<file path="config.mk">
export PLATFORM = sky130hd
export DESIGN_NAME = cpu_run_control
export DESIGN_NICKNAME = d
export VERILOG_FILES = /design/src/rtl/cpu_run_control.sv
export SDC_FILE = /design/constraint.sdc
export NUM_CORES = 1
export LEC_CHECK = 0
export CORE_UTILIZATION = 31
export DETAILED_ROUTE_END_ITERATION = 12
export PLACE_DENSITY = 0.46
export SYNTH_ARGS = -nofsm -noshare
export SYNTH_HDL_FRONTEND = slang
export SYNTH_SLANG_ARGS = --single-unit
</file>
<file path="constraint.sdc">
create_clock -name clk -period 5 [get_ports clk]
set_clock_uncertainty 0.15 [all_clocks]
set_input_delay 1.25 -clock clk [delete_from_list [all_inputs] [get_ports clk]]
set_output_delay 1.25 -clock clk [all_outputs]
set_load 0.01 [all_outputs]
</file>
<file path="src/rtl/cpu_run_control.sv">
// cpu_run_control: gates the prescaler tick into the CPU clock-enable
// according to HALT / RUN / STEP mode. Two raw pushbuttons are synchronised
// and debounced locally; the CPU core can request HALT. A 16-bit wrapping
// counter records every CPU step issued.
//
// Handshakes: tick, halt_req and the internal press pulses are single-cycle
// strobes, sampled on the rising clk edge; cpu_en is a same-cycle strobe
// qualified by the registered state, so it has no valid/ready back-pressure.
module cpu_run_control #(
  parameter int unsigned DEBOUNCE_CYCLES = 500000
) (
  input  logic        clk,
  input  logic        reset,
  input  logic        tick,
  input  logic        btn_run,
  input  logic        btn_step,
  input  logic        halt_req,
  output logic        cpu_en,
  output logic        running,
  output logic [15:0] step_count,
  output logic [1:0]  dbg_state
);

  typedef enum logic [1:0] {
    S_HALT = 2'd0,
    S_RUN  = 2'd1,
    S_STEP = 2'd2
  } state_t;

  localparam logic [31:0] LP_LAST = 32'(DEBOUNCE_CYCLES - 1);

  // Button lanes: bit 0 = run, bit 1 = step.
  logic [1:0]  w_btn_raw;
  logic [1:0]  r_sync0;
  logic [1:0]  r_sync1;
  logic [1:0]  r_deb;
  logic [1:0]  r_deb_d;
  logic [1:0]  r_press;
  logic [31:0] r_cnt [2];

  state_t      r_state;
  state_t      w_next;
  logic        w_cpu_en;
  logic        w_run_press;
  logic        w_step_press;
  logic [15:0] r_step_count;

  assign w_btn_raw    = {btn_step, btn_run};
  assign w_run_press  = r_press[0];
  assign w_step_press = r_press[1];

  // Synchronise, debounce and edge-detect both buttons; release gives no pulse.
  always_ff @(posedge clk or negedge reset) begin
    if (!reset) begin
      r_sync0 <= '0;
      r_sync1 <= '0;
      r_deb   <= '0;
      r_deb_d <= '0;
      r_press <= '0;
      for (int i = 0; i < 2; i++) begin
        r_cnt[i] <= '0;
      end
    end else begin
      r_sync0 <= w_btn_raw;
      r_sync1 <= r_sync0;
      r_deb_d <= r_deb;
      r_press <= r_deb & ~r_deb_d;
      for (int i = 0; i < 2; i++) begin
        if (r_sync1[i] == r_deb[i]) begin
          r_cnt[i] <= '0;
        end else if (r_cnt[i] == LP_LAST) begin
          r_deb[i] <= r_sync1[i];
          r_cnt[i] <= '0;
        end else begin
          r_cnt[i] <= r_cnt[i] + 32'd1;
        end
      end
    end
  end

  // Mode state register.
  always_ff @(posedge clk or negedge reset) begin
    if (!reset) begin
      r_state <= S_HALT;
    end else begin
      r_state <= w_next;
    end
  end

  // Next-state: run press beats step press in HALT; halt request beats run press in RUN.
  always_comb begin
    w_next = r_state;
    case (r_state)
      S_HALT: begin
        if (w_run_press) begin
          w_next = S_RUN;
        end else if (w_step_press) begin
          w_next = S_STEP;
        end
      end
      S_RUN: begin
        if (halt_req || w_run_press) begin
          w_next = S_HALT;
        end
      end
      S_STEP: begin
        if (tick) begin
          w_next = S_HALT;
        end
      end
      default: w_next = S_HALT;
    endcase
  end

  // cpu_en follows tick with zero latency, qualified by the current state only.
  assign w_cpu_en = tick && ((r_state == S_RUN) || (r_state == S_STEP));

  // Count every issued CPU step; 16-bit wrap is intentional.
  always_ff @(posedge clk or negedge reset) begin
    if (!reset) begin
      r_step_count <= '0;
    end else if (w_cpu_en) begin
      r_step_count <= r_step_count + 16'd1;
    end
  end

  assign cpu_en     = w_cpu_en;
  assign running    = (r_state == S_RUN);
  assign step_count = r_step_count;
  assign dbg_state  = r_state;

endmodule

</file>
==> flow_metrics.tcl <==
set metrics [dict create \
    status "completed" \
    critPathMaxFanout 4 \
    leakage_nw 2.040 \
    clkTransAtPathRegs_ns 0.06 \
    slew_headroom 0.3352 \
    post_cts_buffers 0 \
    setup_total_negative_slack_ns 0 \
    busiest_layer "met2" \
    via_count 3492 \
    num_antenna_cells 0 \
    fp.dieH_um 123.3 \
    critPathKind "input pin to output port" \
    ys_seq_elements 92 \
    finalSetupViolCount 0 \
    ys_warn_count 0 \
    cp_slowest_cell "clkdlybuf4s50_1" \
    numCtsBuffers 9 \
    cts_max_path_buffers 2 \
    syn2layout_area_growth_pct 16.26 \
    gp_congestion 0.7703 \
    ir_drop_mv 0.1794 \
    hp-class "register to register" \
    h-tree-depth 3 \
    drv_cap 0 \
    antenna_found_initial 0 \
    seq_area_frac_synth 0.5047 \
    synth_area_mm2 0.004562 \
    numPortBuffers 25 \
    slowest_delay_ns 0.56 \
    grt_max_degree 78 \
    grt_pass1_wl_um 16300 \
    use_met2 0.2067 \
    dp.final_hpwl_um 6442 \
    critPathTopFamily "buffers and inverters" \
    fin_crit_ns 3.969 \
    drt_iter0_markers 175 \
    hold_viol 0 \
    fin_crit_sh 0.7937 \
    cp-start-kind "input pin" \
    met3_usage 0.02260 \
    crit_required_ns 3.60 \
    syn_nets 468 \
    async_flop_share 1.000 \
    first_pass_iters 6 \
    synth_edf_count 0 \
    vias_per_cell 5.275 \
    postSynthAreaPerCell_um2 10.00 \
    cts_resized 0 \
    cp-end-kind "output port" \
    syn-instance-count 456 \
    rsz0062_at_grt "no" \
    grt_pass1_vias 3316 \
    fp.dieW_um 123.3 \
    synth-main-ff-cell "dfrtp_1" \
    finalMaxSlewViolations 0 \
    clk-insertion-delay-late_ns 0.34 \
    cts_num_sinks 92 \
    finalNetCount 490 \
    antenna_left 0 \
    rows 43 \
    power_density_mw_per_mm2 302.1 \
    dieArea_mm2 0.01521 \
    fillCellCount 1436 \
    crit_arrival_ns 2.57 \
    regToRegSetupSlack_ns 2.43 \
    wl_per_cell_um 14.54 \
    met1_usage 0.1927 \
    drc_errors 0 \
    crit_path_cell_trace "clkdlybuf4s50_1 -> and2_1 -> clkdlybuf4s50_1" \
    cts_tree "done" \
    fmax_mhz 252.0 \
    utilization 0.3763 \
    cpMostUsedCell "clkdlybuf4s50_1" \
    cts-root-buf "clkbuf_16" \
    holdBufCountCts 0 \
    routed_wl_um 9624 \
    gr-total-overflow 0 \
    holdWs_ns 0.2093 \
    path_buf_inv 2 \
    drive_above_1_share 0.07054 \
    grt_use_total 0.1378 \
    worst_pin_slew_ns 0.9972 \
    ios 26 \
    start_util 0.3236 \
    core_area_mm2 0.01410 \
    synthDistinctLibCells 41 \
]
[power breakdown]
part / switching (mW) / leakage [nW] / internal (mW)
Clock: 0.283 / 0.147 / 0.426
Combinational: 0.0518 / 0.627 / 0.0502
Sequential: 0.0263 / 1.27 / 0.765
[final cells by class]
type	instances	area, um2	area share
Sequential cell	92	2302	0.4341
Clock buffer	12	266.5	0.05025
Tap cell	180	225.2	0.04246
Multi-Input combinational cell	334	2146	0.4046
Timing Repair Buffer	28	270.3	0.05096
Inverter	13	48.80	0.009200
Clock inverter	3	45.04	0.008493
[registers in the layout, summed over array words and instances, names as in the netlist]
| register | cells |
|---|---|
| step_count | 16 |
| r_cnt | 64 |
| r_deb | 2 |
| dbg_state | 2 |
| r_sync0 | 2 |
| r_press | 2 |
| r_sync1 | 2 |
| r_deb_d | 2 |
[layout by cell type, fill, tap and decap left out, drive strengths merged, types with 12 or more instances in the layout]
| cell type | netlist | routed |
|---|---|---|
| o31ai | 21 | 21 |
| nand2 | 30 | 30 |
| nor2 | 42 | 42 |
| a21oi | 31 | 31 |
| clkdlybuf4s50 | 0 | 24 |
| xor2 | 19 | 19 |
| inv | 13 | 13 |
| dfrtp | 92 | 92 |
| or4 | 24 | 24 |
| o21ai | 13 | 13 |
| nor4 | 19 | 19 |
| clkbuf | 12 | 12 |
| xnor2 | 26 | 26 |
| nand4 | 19 | 19 |
| nand3 | 30 | 30 |
[cell usage after synthesis (4+ instances only)]
cell type / count / area share
a21oi_1: 31 / 0.034
and3_1: 4 / 0.0055
and4_1: 8 / 0.015
clkbuf_1: 12 / 0.0099
dfrtp_1: 92 / 0.50
ha_1: 6 / 0.016
inv_1: 13 / 0.011
nand2_1: 30 / 0.025
nand3_1: 29 / 0.032
nand4_1: 18 / 0.025
nor2_1: 42 / 0.035
nor3_1: 4 / 0.0044
nor4_1: 19 / 0.026
o21ai_0: 13 / 0.014
o31ai_1: 21 / 0.035
or2_2: 4 / 0.0055
or3_1: 8 / 0.011
or4_1: 23 / 0.038
xnor2_1: 26 / 0.050
xor2_1: 19 / 0.036
[path summary, 6_finish.rpt]
check                            from       endpoint  cells after the start
setup / recovery                 tick         cpu_en                      3
hold / removal             r_sync0[0]     r_sync1[0]                      0
setup reg to reg            r_cnt[41]      r_cnt[43]                      5
hold reg to reg            r_sync0[0]     r_sync1[0]                      0
max in group asynchronous       reset  step_count[3]                      2
min in group asynchronous       reset      r_cnt[43]                      1
[stage by stage]
stage / instances / total power [mW] / worst slack (ns) / instance area [um2]
finish: 662 / 1.602 / 1.031 / 5304
global route: 662 / 1.676 / 0.9812 / 5304
CTS: 662 / 1.629 / 1.024 / 5304
detailed placement: 647 / 0.9108 / 1.026 / 4992
global placement: 647 / 0.9101 / 1.056 / 4992
floorplan: 456 / 0.8442 / 2.037 / 4562
[metal layers]
layer | routed length, um | part of all wire
met3 | 246 | 0.026
met4 | 195 | 0.020
met5 | 0 | 0
met2 | 4167 | 0.43
met1 | 5015 | 0.52
[cell families (layout without fill, tap and decap cells)]
group           count (synthesis)  after routing  share of synthesized area
simple gates                  207            207                     0.2581
flops                          92             92                     0.5047
compound gates                 71             71                    0.09380
xor+xnor                       45             45                    0.08640
buf+inv                        30             56                    0.02880
fa+ha+maj                       6              6                    0.01646
mux                             5              5                    0.01179
Power figures use the tool's default switching activity.
